File: config.mk
export PLATFORM = sky130hd
export DESIGN_NAME = spm_mult_hs
export DESIGN_NICKNAME = d
export VERILOG_FILES = /design/src/rtl/spm_pkg.sv /design/src/rtl/spm_csa_cell.sv /design/src/rtl/spm_mult_hs.sv
export SDC_FILE = /design/constraint.sdc
export NUM_CORES = 1
export LEC_CHECK = 0
export ABC_CLOCK_PERIOD_IN_PS = 1990
export CORE_MARGIN = 3
export CORE_UTILIZATION = 25
export CTS_CLUSTER_DIAMETER = 200
export DETAILED_ROUTE_END_ITERATION = 7
export SLEW_MARGIN = 20
export SYNTH_ARGS = -nofsm -noshare
export SYNTH_HDL_FRONTEND = slang
export SYNTH_SLANG_ARGS = --single-unit
File: constraint.sdc
create_clock -name clk -period 1.99 [get_ports clk]
set_input_delay 0.2985 -clock clk [delete_from_list [all_inputs] [get_ports clk]]
set_output_delay 0.2985 -clock clk [all_outputs]
set_load 0.05 [all_outputs]
File: src/rtl/spm_pkg.sv
// rtl/spm_pkg.sv - shared state type and width helper for the serial-parallel multiplier
package spm_pkg;

    typedef enum logic [1:0] {
        IDLE = 2'd0,
        RUN  = 2'd1,
        DONE = 2'd2
    } spm_state_t;

    function automatic int cnt_width(input int w);
        return $clog2(2 * w);
    endfunction

endpackage

File: src/rtl/spm_csa_cell.sv
// rtl/spm_csa_cell.sv - one carry-save bit-slice of the serial-parallel multiplier row
// With TCMP=1 and neg_i set, the partial-product stream is negated bit-serially (two's-complement MSB weight).
module spm_csa_cell #(
    parameter bit TCMP = 1'b0
) (
    input  logic clk,
    input  logic rst,
    input  logic clr_i,
    input  logic en_i,
    input  logic neg_i,
    input  logic x_i,
    input  logic y_i,
    input  logic sin_i,
    output logic sum_o
);

    logic hsum1_q;
    logic hsum2_q, hsum2_d;
    logic carry_q, carry_d;
    logic pp, pp_eff;

    always_comb begin
        pp      = x_i & y_i;
        pp_eff  = pp;
        hsum2_d = hsum2_q;
        // Serial negation: invert every bit after the first 1 has passed.
        if (TCMP && neg_i) begin
            pp_eff  = pp ^ hsum2_q;
            hsum2_d = hsum2_q | pp;
        end
        sum_o   = pp_eff ^ hsum1_q ^ carry_q;
        carry_d = (pp_eff & hsum1_q) | (pp_eff & carry_q) | (hsum1_q & carry_q);
    end

    always_ff @(posedge clk or posedge rst) begin
        if (rst) begin
            hsum1_q <= 1'b0;
            hsum2_q <= 1'b0;
            carry_q <= 1'b0;
        end else if (clr_i) begin
            hsum1_q <= 1'b0;
            hsum2_q <= 1'b0;
            carry_q <= 1'b0;
        end else if (en_i) begin
            hsum1_q <= sin_i;
            hsum2_q <= hsum2_d;
            carry_q <= carry_d;
        end
    end

endmodule

File: src/rtl/spm_mult_hs.sv
// rtl/spm_mult_hs.sv - handshaked serial-parallel multiplier, signed/unsigned, serial and parallel product
module spm_mult_hs
    import spm_pkg::*;
#(
    parameter int WIDTH = 8,
    localparam int CNT_W = cnt_width(WIDTH)
) (
    input  logic               clk,
    input  logic               rst,
    input  logic               in_valid,
    output logic               in_ready,
    input  logic [WIDTH-1:0]   in_x,
    input  logic [WIDTH-1:0]   in_y,
    input  logic               in_signed,
    output logic               out_valid,
    input  logic               out_ready,
    output logic [2*WIDTH-1:0] out_p,
    output logic               out_ser,
    output logic               busy
);

    localparam int PW = 2 * WIDTH;
    localparam logic [CNT_W-1:0] CNT_LAST = CNT_W'(PW - 1);

    spm_state_t       state_q, state_d;
    logic [CNT_W-1:0] cnt_q, cnt_d;
    logic [WIDTH-1:0] x_q, x_d;
    logic [WIDTH-1:0] y_q, y_d;
    logic             mode_q, mode_d;
    logic [PW-1:0]    p_q, p_d;
    logic             accept;
    logic             run;
    logic [WIDTH:0]   sum_w;

    assign run          = (state_q == RUN);
    assign in_ready     = (state_q == IDLE) || ((state_q == DONE) && out_ready);
    assign accept       = in_valid && in_ready;
    assign sum_w[WIDTH] = 1'b0;

    for (genvar gi = 0; gi < WIDTH; gi++) begin : g_cell
        spm_csa_cell #(
            .TCMP (gi == WIDTH - 1)
        ) u_cell (
            .clk   (clk),
            .rst   (rst),
            .clr_i (accept),
            .en_i  (run),
            .neg_i (mode_q),
            .x_i   (x_q[gi]),
            .y_i   (y_q[0]),
            .sin_i (sum_w[gi+1]),
            .sum_o (sum_w[gi])
        );
    end

    always_comb begin
        state_d = state_q;
        cnt_d   = cnt_q;
        x_d     = x_q;
        y_d     = y_q;
        mode_d  = mode_q;
        p_d     = p_q;
        unique case (state_q)
            IDLE: begin
                if (accept) state_d = RUN;
            end
            RUN: begin
                // Arithmetic shift in signed mode gives sign extension of y beyond WIDTH bits.
                y_d = {mode_q & y_q[WIDTH-1], y_q[WIDTH-1:1]};
                p_d = {sum_w[0], p_q[PW-1:1]};
                if (cnt_q == CNT_LAST) begin
                    state_d = DONE;
                end else begin
                    cnt_d = cnt_q + 1'b1;
                end
            end
            DONE: begin
                if (out_ready) state_d = in_valid ? RUN : IDLE;
            end
            default: state_d = IDLE;
        endcase
        if (accept) begin
            x_d    = in_x;
            y_d    = in_y;
            mode_d = in_signed;
            cnt_d  = '0;
        end
    end

    always_ff @(posedge clk or posedge rst) begin
        if (rst) begin
            state_q <= IDLE;
            cnt_q   <= '0;
            x_q     <= '0;
            y_q     <= '0;
            mode_q  <= 1'b0;
            p_q     <= '0;
        end else begin
            state_q <= state_d;
            cnt_q   <= cnt_d;
            x_q     <= x_d;
            y_q     <= y_d;
            mode_q  <= mode_d;
            p_q     <= p_d;
        end
    end

    assign out_valid = (state_q == DONE);
    assign out_p     = p_q;
    assign out_ser   = run & sum_w[0];
    assign busy      = run;

endmodule
==> impl_metrics.py, run 1 <==
metrics = {
    "run_status": {
        "status": "finished clean",
    },
    "global_routing": {
        "overflow": 0,
        "grt_pass1_vias": 1913,
        "grt_max_degree": 41,
        "grt_pass1_wl_mm": 9.22,
        "antenna_found_initial": 0,
        "grt_use_total_pct": 9.75,
    },
    "power_and_ir_drop": {
        "ir_drop_mv": 1.05,
        "p_leak_nw": 1.49,
        "power_per_cell_area_nw_per_um2": 1700,
        "power_mw": 5.69,
    },
    "worst_setup_path": {
        "rr_worst_depth": 8,
        "path_delay_family": "adder cells",
        "startpoint_type": "register",
        "critPathLaunch": "y_q[0]$_DFFE_PP0P_",
        "crit_path_max_fanout": 2,
        "slowest_stage": "fa_1",
        "worstSetupEndpointType": "output port",
        "worst-path-buf-inv": 1,
        "crit_chain": "and2_4, fa_1, and2_4, buf_12",
        "critPathKind": "register to output port",
        "r2r_slack_ns": 0.44,
        "slowest_delay_ns": 0.48,
        "cpMostUsedCell": "and2_4",
        "crit-reg2reg-launch": "y_q[0]$_DFFE_PP0P_",
        "worstPathArrival_ns": 1.64,
        "crit_required_ns": 1.69,
        "r2r_end": "g_cell[6].u_cell.hsum1_q$_DFFE_PP0P_",
    },
    "timing": {
        "finalSetupViolCount": 0,
        "maxSlewHeadroom_pct": 66.9,
        "worst_slack_ns": 0.0489,
        "min_period_ns": 1.94,
        "drv_slew": 0,
        "hold_ws_ns": 0.277,
        "fin_skew_ns": 0.00566,
        "rsz0062_at_grt": "true",
        "max_freq_mhz": 515,
        "fin_crit_sh_pct": 97.5,
        "worst_pin_slew_ns": 0.495,
        "timing_hold_violations_final": 0,
    },
    "route": {
        "routed_via_density": 4.30,
        "drt-initial-drc-count": 103,
        "drt_pre_antenna_iters": 4,
        "dr_total_vias": 1805,
        "wl_per_cell_um": 12.5,
        "drc": 0,
        "ant_nets": 0,
        "wl_mm": 5.25,
    },
    "final_layout": {
        "fin_cells": 420,
        "final_cell_area_um2": 3360,
        "layout.nets": 317,
        "drive_gt1_share_pct": 20.6,
        "final_common_cell": "nand2_1",
        "diodes": 0,
        "layout_common_cells": "nand2_1 (61), dfrtp_1 (55), clkdlybuf4s50_1 (36), inv_1 (13), a211oi_2 (11)",
        "area_growth_pct": 27.2,
    },
    "placement": {
        "port_buffers": 40,
        "placed_area_um2": 3230,
        "dp_worst_setup_slack_ns": 0.121,
        "dp_hpwl_mm": 3.68,
        "dp_cells": 412,
        "gp_congestion": 0.742,
    },
    "cts": {
        "cts_buffer_depth": 2,
        "post-cts-setup-buffer-count": 0,
        "hold_buffers": 0,
        "cts_num_sinks": 55,
        "clkTransAtPathRegs_ns": 0.10,
        "root_buffer": "clkbuf_8",
        "cts_tree": "built",
        "clk_latency_ns": 0.30,
        "numCtsBuffers": 5,
        "htree_levels": 2,
    },
    "yosys": {
        "yosysWarningCount": 0,
        "synth_nets": 272,
        "seq_area_frac_synth_pct": 52.2,
        "ys_seq_elements": 55,
        "ys_types": 40,
        "syn_inst": 241,
        "synth_area_per_cell_um2": 10.9,
        "synth_top_area_share_pct": 52.2,
        "syn_area_um2": 2640,
        "synth_area_leader_cell": "dfrtp_1",
        "synthTopCellsByArea": "dfrtp_1 (52%), nand2_1 (8.7%), fa_1 (5.3%)",
        "synthArstFlopShare_pct": 100,
        "synth_ff_type": "dfrtp_1",
        "synth-edff-count": 0,
    },
    "die": {
        "die_area_um2": 11800,
        "io_pins": 41,
        "core_um2": 10000,
        "rows": 36,
        "start_util_pct": 26.4,
        "die_h_um": 109,
        "die_w_um": 109,
    },
    "min_path": {
        "min_path_type": "input port to asynchronous set/reset pin",
    },
    "run": {
        "max_cap_viol_count": 0,
    },
}
==> report_power, final <==
part           total [mW]  leakage, nW  internal (mW)  switching (mW)
combinational        2.95        0.741           1.28            1.67
clock               0.770       0.0612          0.408           0.362
sequential           1.96        0.688           1.62           0.346
==> routing by layer <==
metal,up-vias,wire length (um),global-route usage (%)
li1,887,-,-
met1,868,2540,13.8
met2,44,2400,14.9
met3,6,257,2.90
met4,0,62,1.80
met5,-,0,0
==> how the worst max path moves through the flow <==
stage / slack [ns] / cells past startpoint / end
final: 0.05 / 4 / out_ser
after floorplan: 0.12 / 4 / out_ser
after detailed placement: 0.12 / 4 / x_q[6]$_DFFE_PP0N_
after global routing: -0.02 / 4 / out_ser
after CTS: 0.008 / 4 / out_ser
after global placement: 0.15 / 4 / x_q[7]$_DFFE_PP0N_
==> sequential cells by signal (all words and copies together), names as in the netlist <==
| signal | flops |
|---|---|
| cnt_q | 4 |
| g_cell.u_cell.carry_q | 8 |
| g_cell.u_cell.hsum1_q | 7 |
| g_cell.u_cell.hsum2_q | 1 |
| mode_q | 1 |
| out_p | 16 |
| state_q | 2 |
| x_q | 8 |
| y_q | 8 |
==> Yosys cell counts, types with 2 or more instances <==
cell type / count
nand2_1: 61
dfrtp_1: 55
inv_1: 14
a211oi_2: 11
a21oi_1: 9
mux2_2: 9
o21ai_0: 8
fa_1: 7
nor2_2: 7
a221o_1: 5
and2_0: 5
buf_6: 5
buf_2: 4
nand3_1: 4
nor2_1: 4
ha_1: 3
nand2b_1: 3
and2_1: 2
clkbuf_1: 2
mux2i_1: 2
nor3_1: 2
==> worst reg2reg max path: stages (launching register included) <==
cell and delay, ns:
dfrtp_1 0.38, buf_4 0.17, nand2_1 0.08, ha_1 0.27
nand2_1 0.06, o21ai_0 0.08, ha_1 0.29, nand2_1 0.05
a21oi_1 0.12
==> cells by family after synthesis <==
kind of cell | after synthesis | synth area share [%]
and+or+nand+nor | 99 | 18.0
DFF | 55 | 52.2
AOI/OAI and AO/OA | 38 | 12.1
buffers and inverters | 28 | 6.36
muxes | 11 | 4.60
adders and majority gates | 10 | 6.74
==> layout make-up <==
| type | count | area, um2 |
|---|---|---|
| Clock buffer | 6 | 82.6 |
| Clock inverter | 2 | 35.0 |
| Fill cell | 1028 | 6640 |
| Inverter | 15 | 61.3 |
| Multi-Input combinational cell | 158 | 1100 |
| Sequential cell | 55 | 1380 |
| Tap cell | 133 | 166 |
| Timing Repair Buffer | 51 | 536 |
==> per-stage QoR <==
| step | utilization, % | setup TNS, ns |
|---|---|---|
| final | 33.6 | 0 |
| after global routing | 33.6 | -0.0196 |
| after CTS | 33.5 | 0 |
| after detailed placement | 32.3 | 0 |
| after global placement | 32.3 | 0 |
| after floorplan | - | 0 |
==> what timing repair did <==
action                     4_1_cts  5_1_grt
cloned                           0        0
resized for setup                1        1
setup endpoints to repair        1        1
pin swaps                        0        0
(Power assumes the default switching activity.)
==> run 2, diff against run 1 <==
==> constraint.sdc (replaced) <==
create_clock -name clk -period 1.99 [get_ports clk]
set_input_delay 0.199 -clock clk [delete_from_list [all_inputs] [get_ports clk]]
set_output_delay 0.199 -clock clk [all_outputs]
set_load 0.05 [all_outputs]
==> impl_metrics.py, run 2 (same netlist as run 1, synthesis figures left out) <==
metrics = {
    "cts": {
        "post-cts-setup-buffer-count": 0,
        "root_buffer": "clkbuf_8",
        "hold_buffers": 0,
        "cts_buffer_depth": 2,
        "htree_levels": 2,
        "clk_latency_ns": 0.31,
        "numCtsBuffers": 5,
        "cts_tree": "built",
        "cts_num_sinks": 55,
        "cts_resized": 0,
        "clkTransAtPathRegs_ns": 0.10,
    },
    "route": {
        "wl_per_cell_um": 12.8,
        "drc": 0,
        "routed_via_density": 4.34,
        "dr_total_vias": 1811,
        "wl_mm": 5.33,
        "drt-initial-drc-count": 73,
        "ant_nets": 0,
        "drt_pre_antenna_iters": 4,
    },
    "final_layout": {
        "layout_common_cells": "nand2_1 (61), dfrtp_1 (55), clkdlybuf4s50_1 (37), inv_1 (13), a211oi_2 (11)",
        "regArea_um2": 1380,
        "multi_input_area_um2": 1100,
        "final_common_cell": "nand2_1",
        "drive_gt1_share_pct": 19.0,
        "area_growth_pct": 26.4,
        "utilization_pct": 33.3,
        "diodes": 0,
        "final_cell_area_um2": 3330,
        "layout.nets": 314,
        "largest_reg_flops": 16,
        "n_fill_cell": 1033,
    },
    "die": {
        "die_h_um": 109,
        "io_pins": 41,
        "start_util_pct": 26.4,
        "core_um2": 10000,
        "rows": 36,
        "die_w_um": 109,
        "die_area_um2": 11800,
    },
    "worst_setup_path": {
        "r2r_slack_ns": 0.39,
        "critPathLaunch": "y_q[0]$_DFFE_PP0P_",
        "crit-reg2reg-launch": "state_q[1]$_DFFE_PP0P_",
        "worstPathArrival_ns": 1.70,
        "worstSetupEndpointType": "output port",
        "crit_end": "out_ser",
        "startpoint_type": "register",
        "crit_path_max_fanout": 2,
        "crit_required_ns": 1.79,
        "r2r_end": "cnt_q[3]$_DFFE_PP0P_",
        "critPathKind": "register to output port",
        "rr_worst_depth": 5,
    },
    "placement": {
        "gp_congestion": 0.728,
        "port_buffers": 40,
        "dp_hpwl_mm": 3.78,
        "placed_area_um2": 3210,
    },
    "min_path": {
        "min_path_type": "input port to asynchronous set/reset pin",
    },
    "power_and_ir_drop": {
        "sw_frac_of_total_pct": 42.1,
        "p_seq_share_pct": 34.5,
        "p_leak_nw": 1.47,
        "clkPwrFrac_pct": 13.6,
        "ir_drop_mv": 1.22,
        "power_per_cell_area_nw_per_um2": 1700,
        "combPwrFrac_pct": 51.9,
        "intPower_mw": 3.29,
        "power_mw": 5.68,
        "p_sw_mw": 2.39,
    },
    "global_routing": {
        "grt_max_degree": 56,
        "grt_pass1_wl_mm": 9.27,
        "overflow": 0,
        "antenna_found_initial": 0,
        "grt_pass1_vias": 1869,
        "grt_use_total_pct": 9.94,
    },
    "timing": {
        "maxSlewHeadroom_pct": 66.3,
        "timing_hold_violations_final": 0,
        "fin_skew_ns": 0.00343,
        "finalSetupTns_ns": 0,
        "finalSetupViolCount": 0,
        "fin_crit_sh_pct": 95.2,
        "hold_ws_ns": 0.253,
        "drv_slew": 0,
        "rsz0062_at_grt": "false",
        "max_freq_mhz": 528,
        "worst_pin_slew_ns": 0.504,
        "min_period_ns": 1.89,
    },
    "run_status": {
        "status": "finished clean",
    },
    "run": {
        "max_cap_viol_count": 0,
    },
}
run 2: layout make-up:
type                       instances  share of cell area (%)
clock inverter                     2                    1.05
inverter                          15                    1.84
tap                              133                    4.99
clock buffer                       6                    2.48
sequential                        55                    41.3
multi-input combinational        158                    32.9
timing repair buffer              48                    15.5
run 2: worst max-delay path, cell delays in order (launching register included):
cell and delay, ns:
dfrtp_1 0.41, and2_1 0.18, fa_1 0.51, and2_4 0.17, buf_12 0.13
run 2: stage by stage:
stage | worst slack [ns] | std cells
after global placement | 0.196 | 409
final | 0.0957 | 417
after global routing | 0.0101 | 417
after CTS | 0.0163 | 417
after detailed placement | 0.191 | 409
after floorplan | 0.215 | 241
run 2: how the worst min path moves through the flow:
| stage | startpoint | slack (ns) | to |
|---|---|---|---|
| 2_1_floorplan | in_y[2] | 0.34 | y_q[2]$_DFFE_PP0P_ |
| 3_3_place_gp | out_p[0]$_DFFE_PP0P_ | 0.46 | out_p[0]$_DFFE_PP0P_ |
| 3_5_place_dp | out_p[0]$_DFFE_PP0P_ | 0.48 | out_p[0]$_DFFE_PP0P_ |
| 4_1_cts | rst | 0.27 | out_p[1]$_DFFE_PP0P_ |
| 5_1_grt | rst | 0.26 | out_p[1]$_DFFE_PP0P_ |
| 6_report | rst | 0.25 | out_p[1]$_DFFE_PP0P_ |
run 2: layer usage:
layer | global-route usage (%) | routed length (um) | share of wire, %
met1 | 13.5 | 2560 | 48
met2 | 16.2 | 2540 | 48
met3 | 2.43 | 190 | 3.6
met4 | 2.16 | 47 | 0.88
met5 | 0 | 0 | 0
run 2: power groups by stage:
stage / clock network [mW] / registers (mW) / logic, mW
finish: 0.773 / 1.96 / 2.95
global route: 0.842 / 2.04 / 3.24
CTS: 0.795 / 1.96 / 2.98
detailed placement: 0 / 1.99 / 2.97
global placement: 0 / 1.96 / 2.88
floorplan: 0 / 2.34 / 1.76
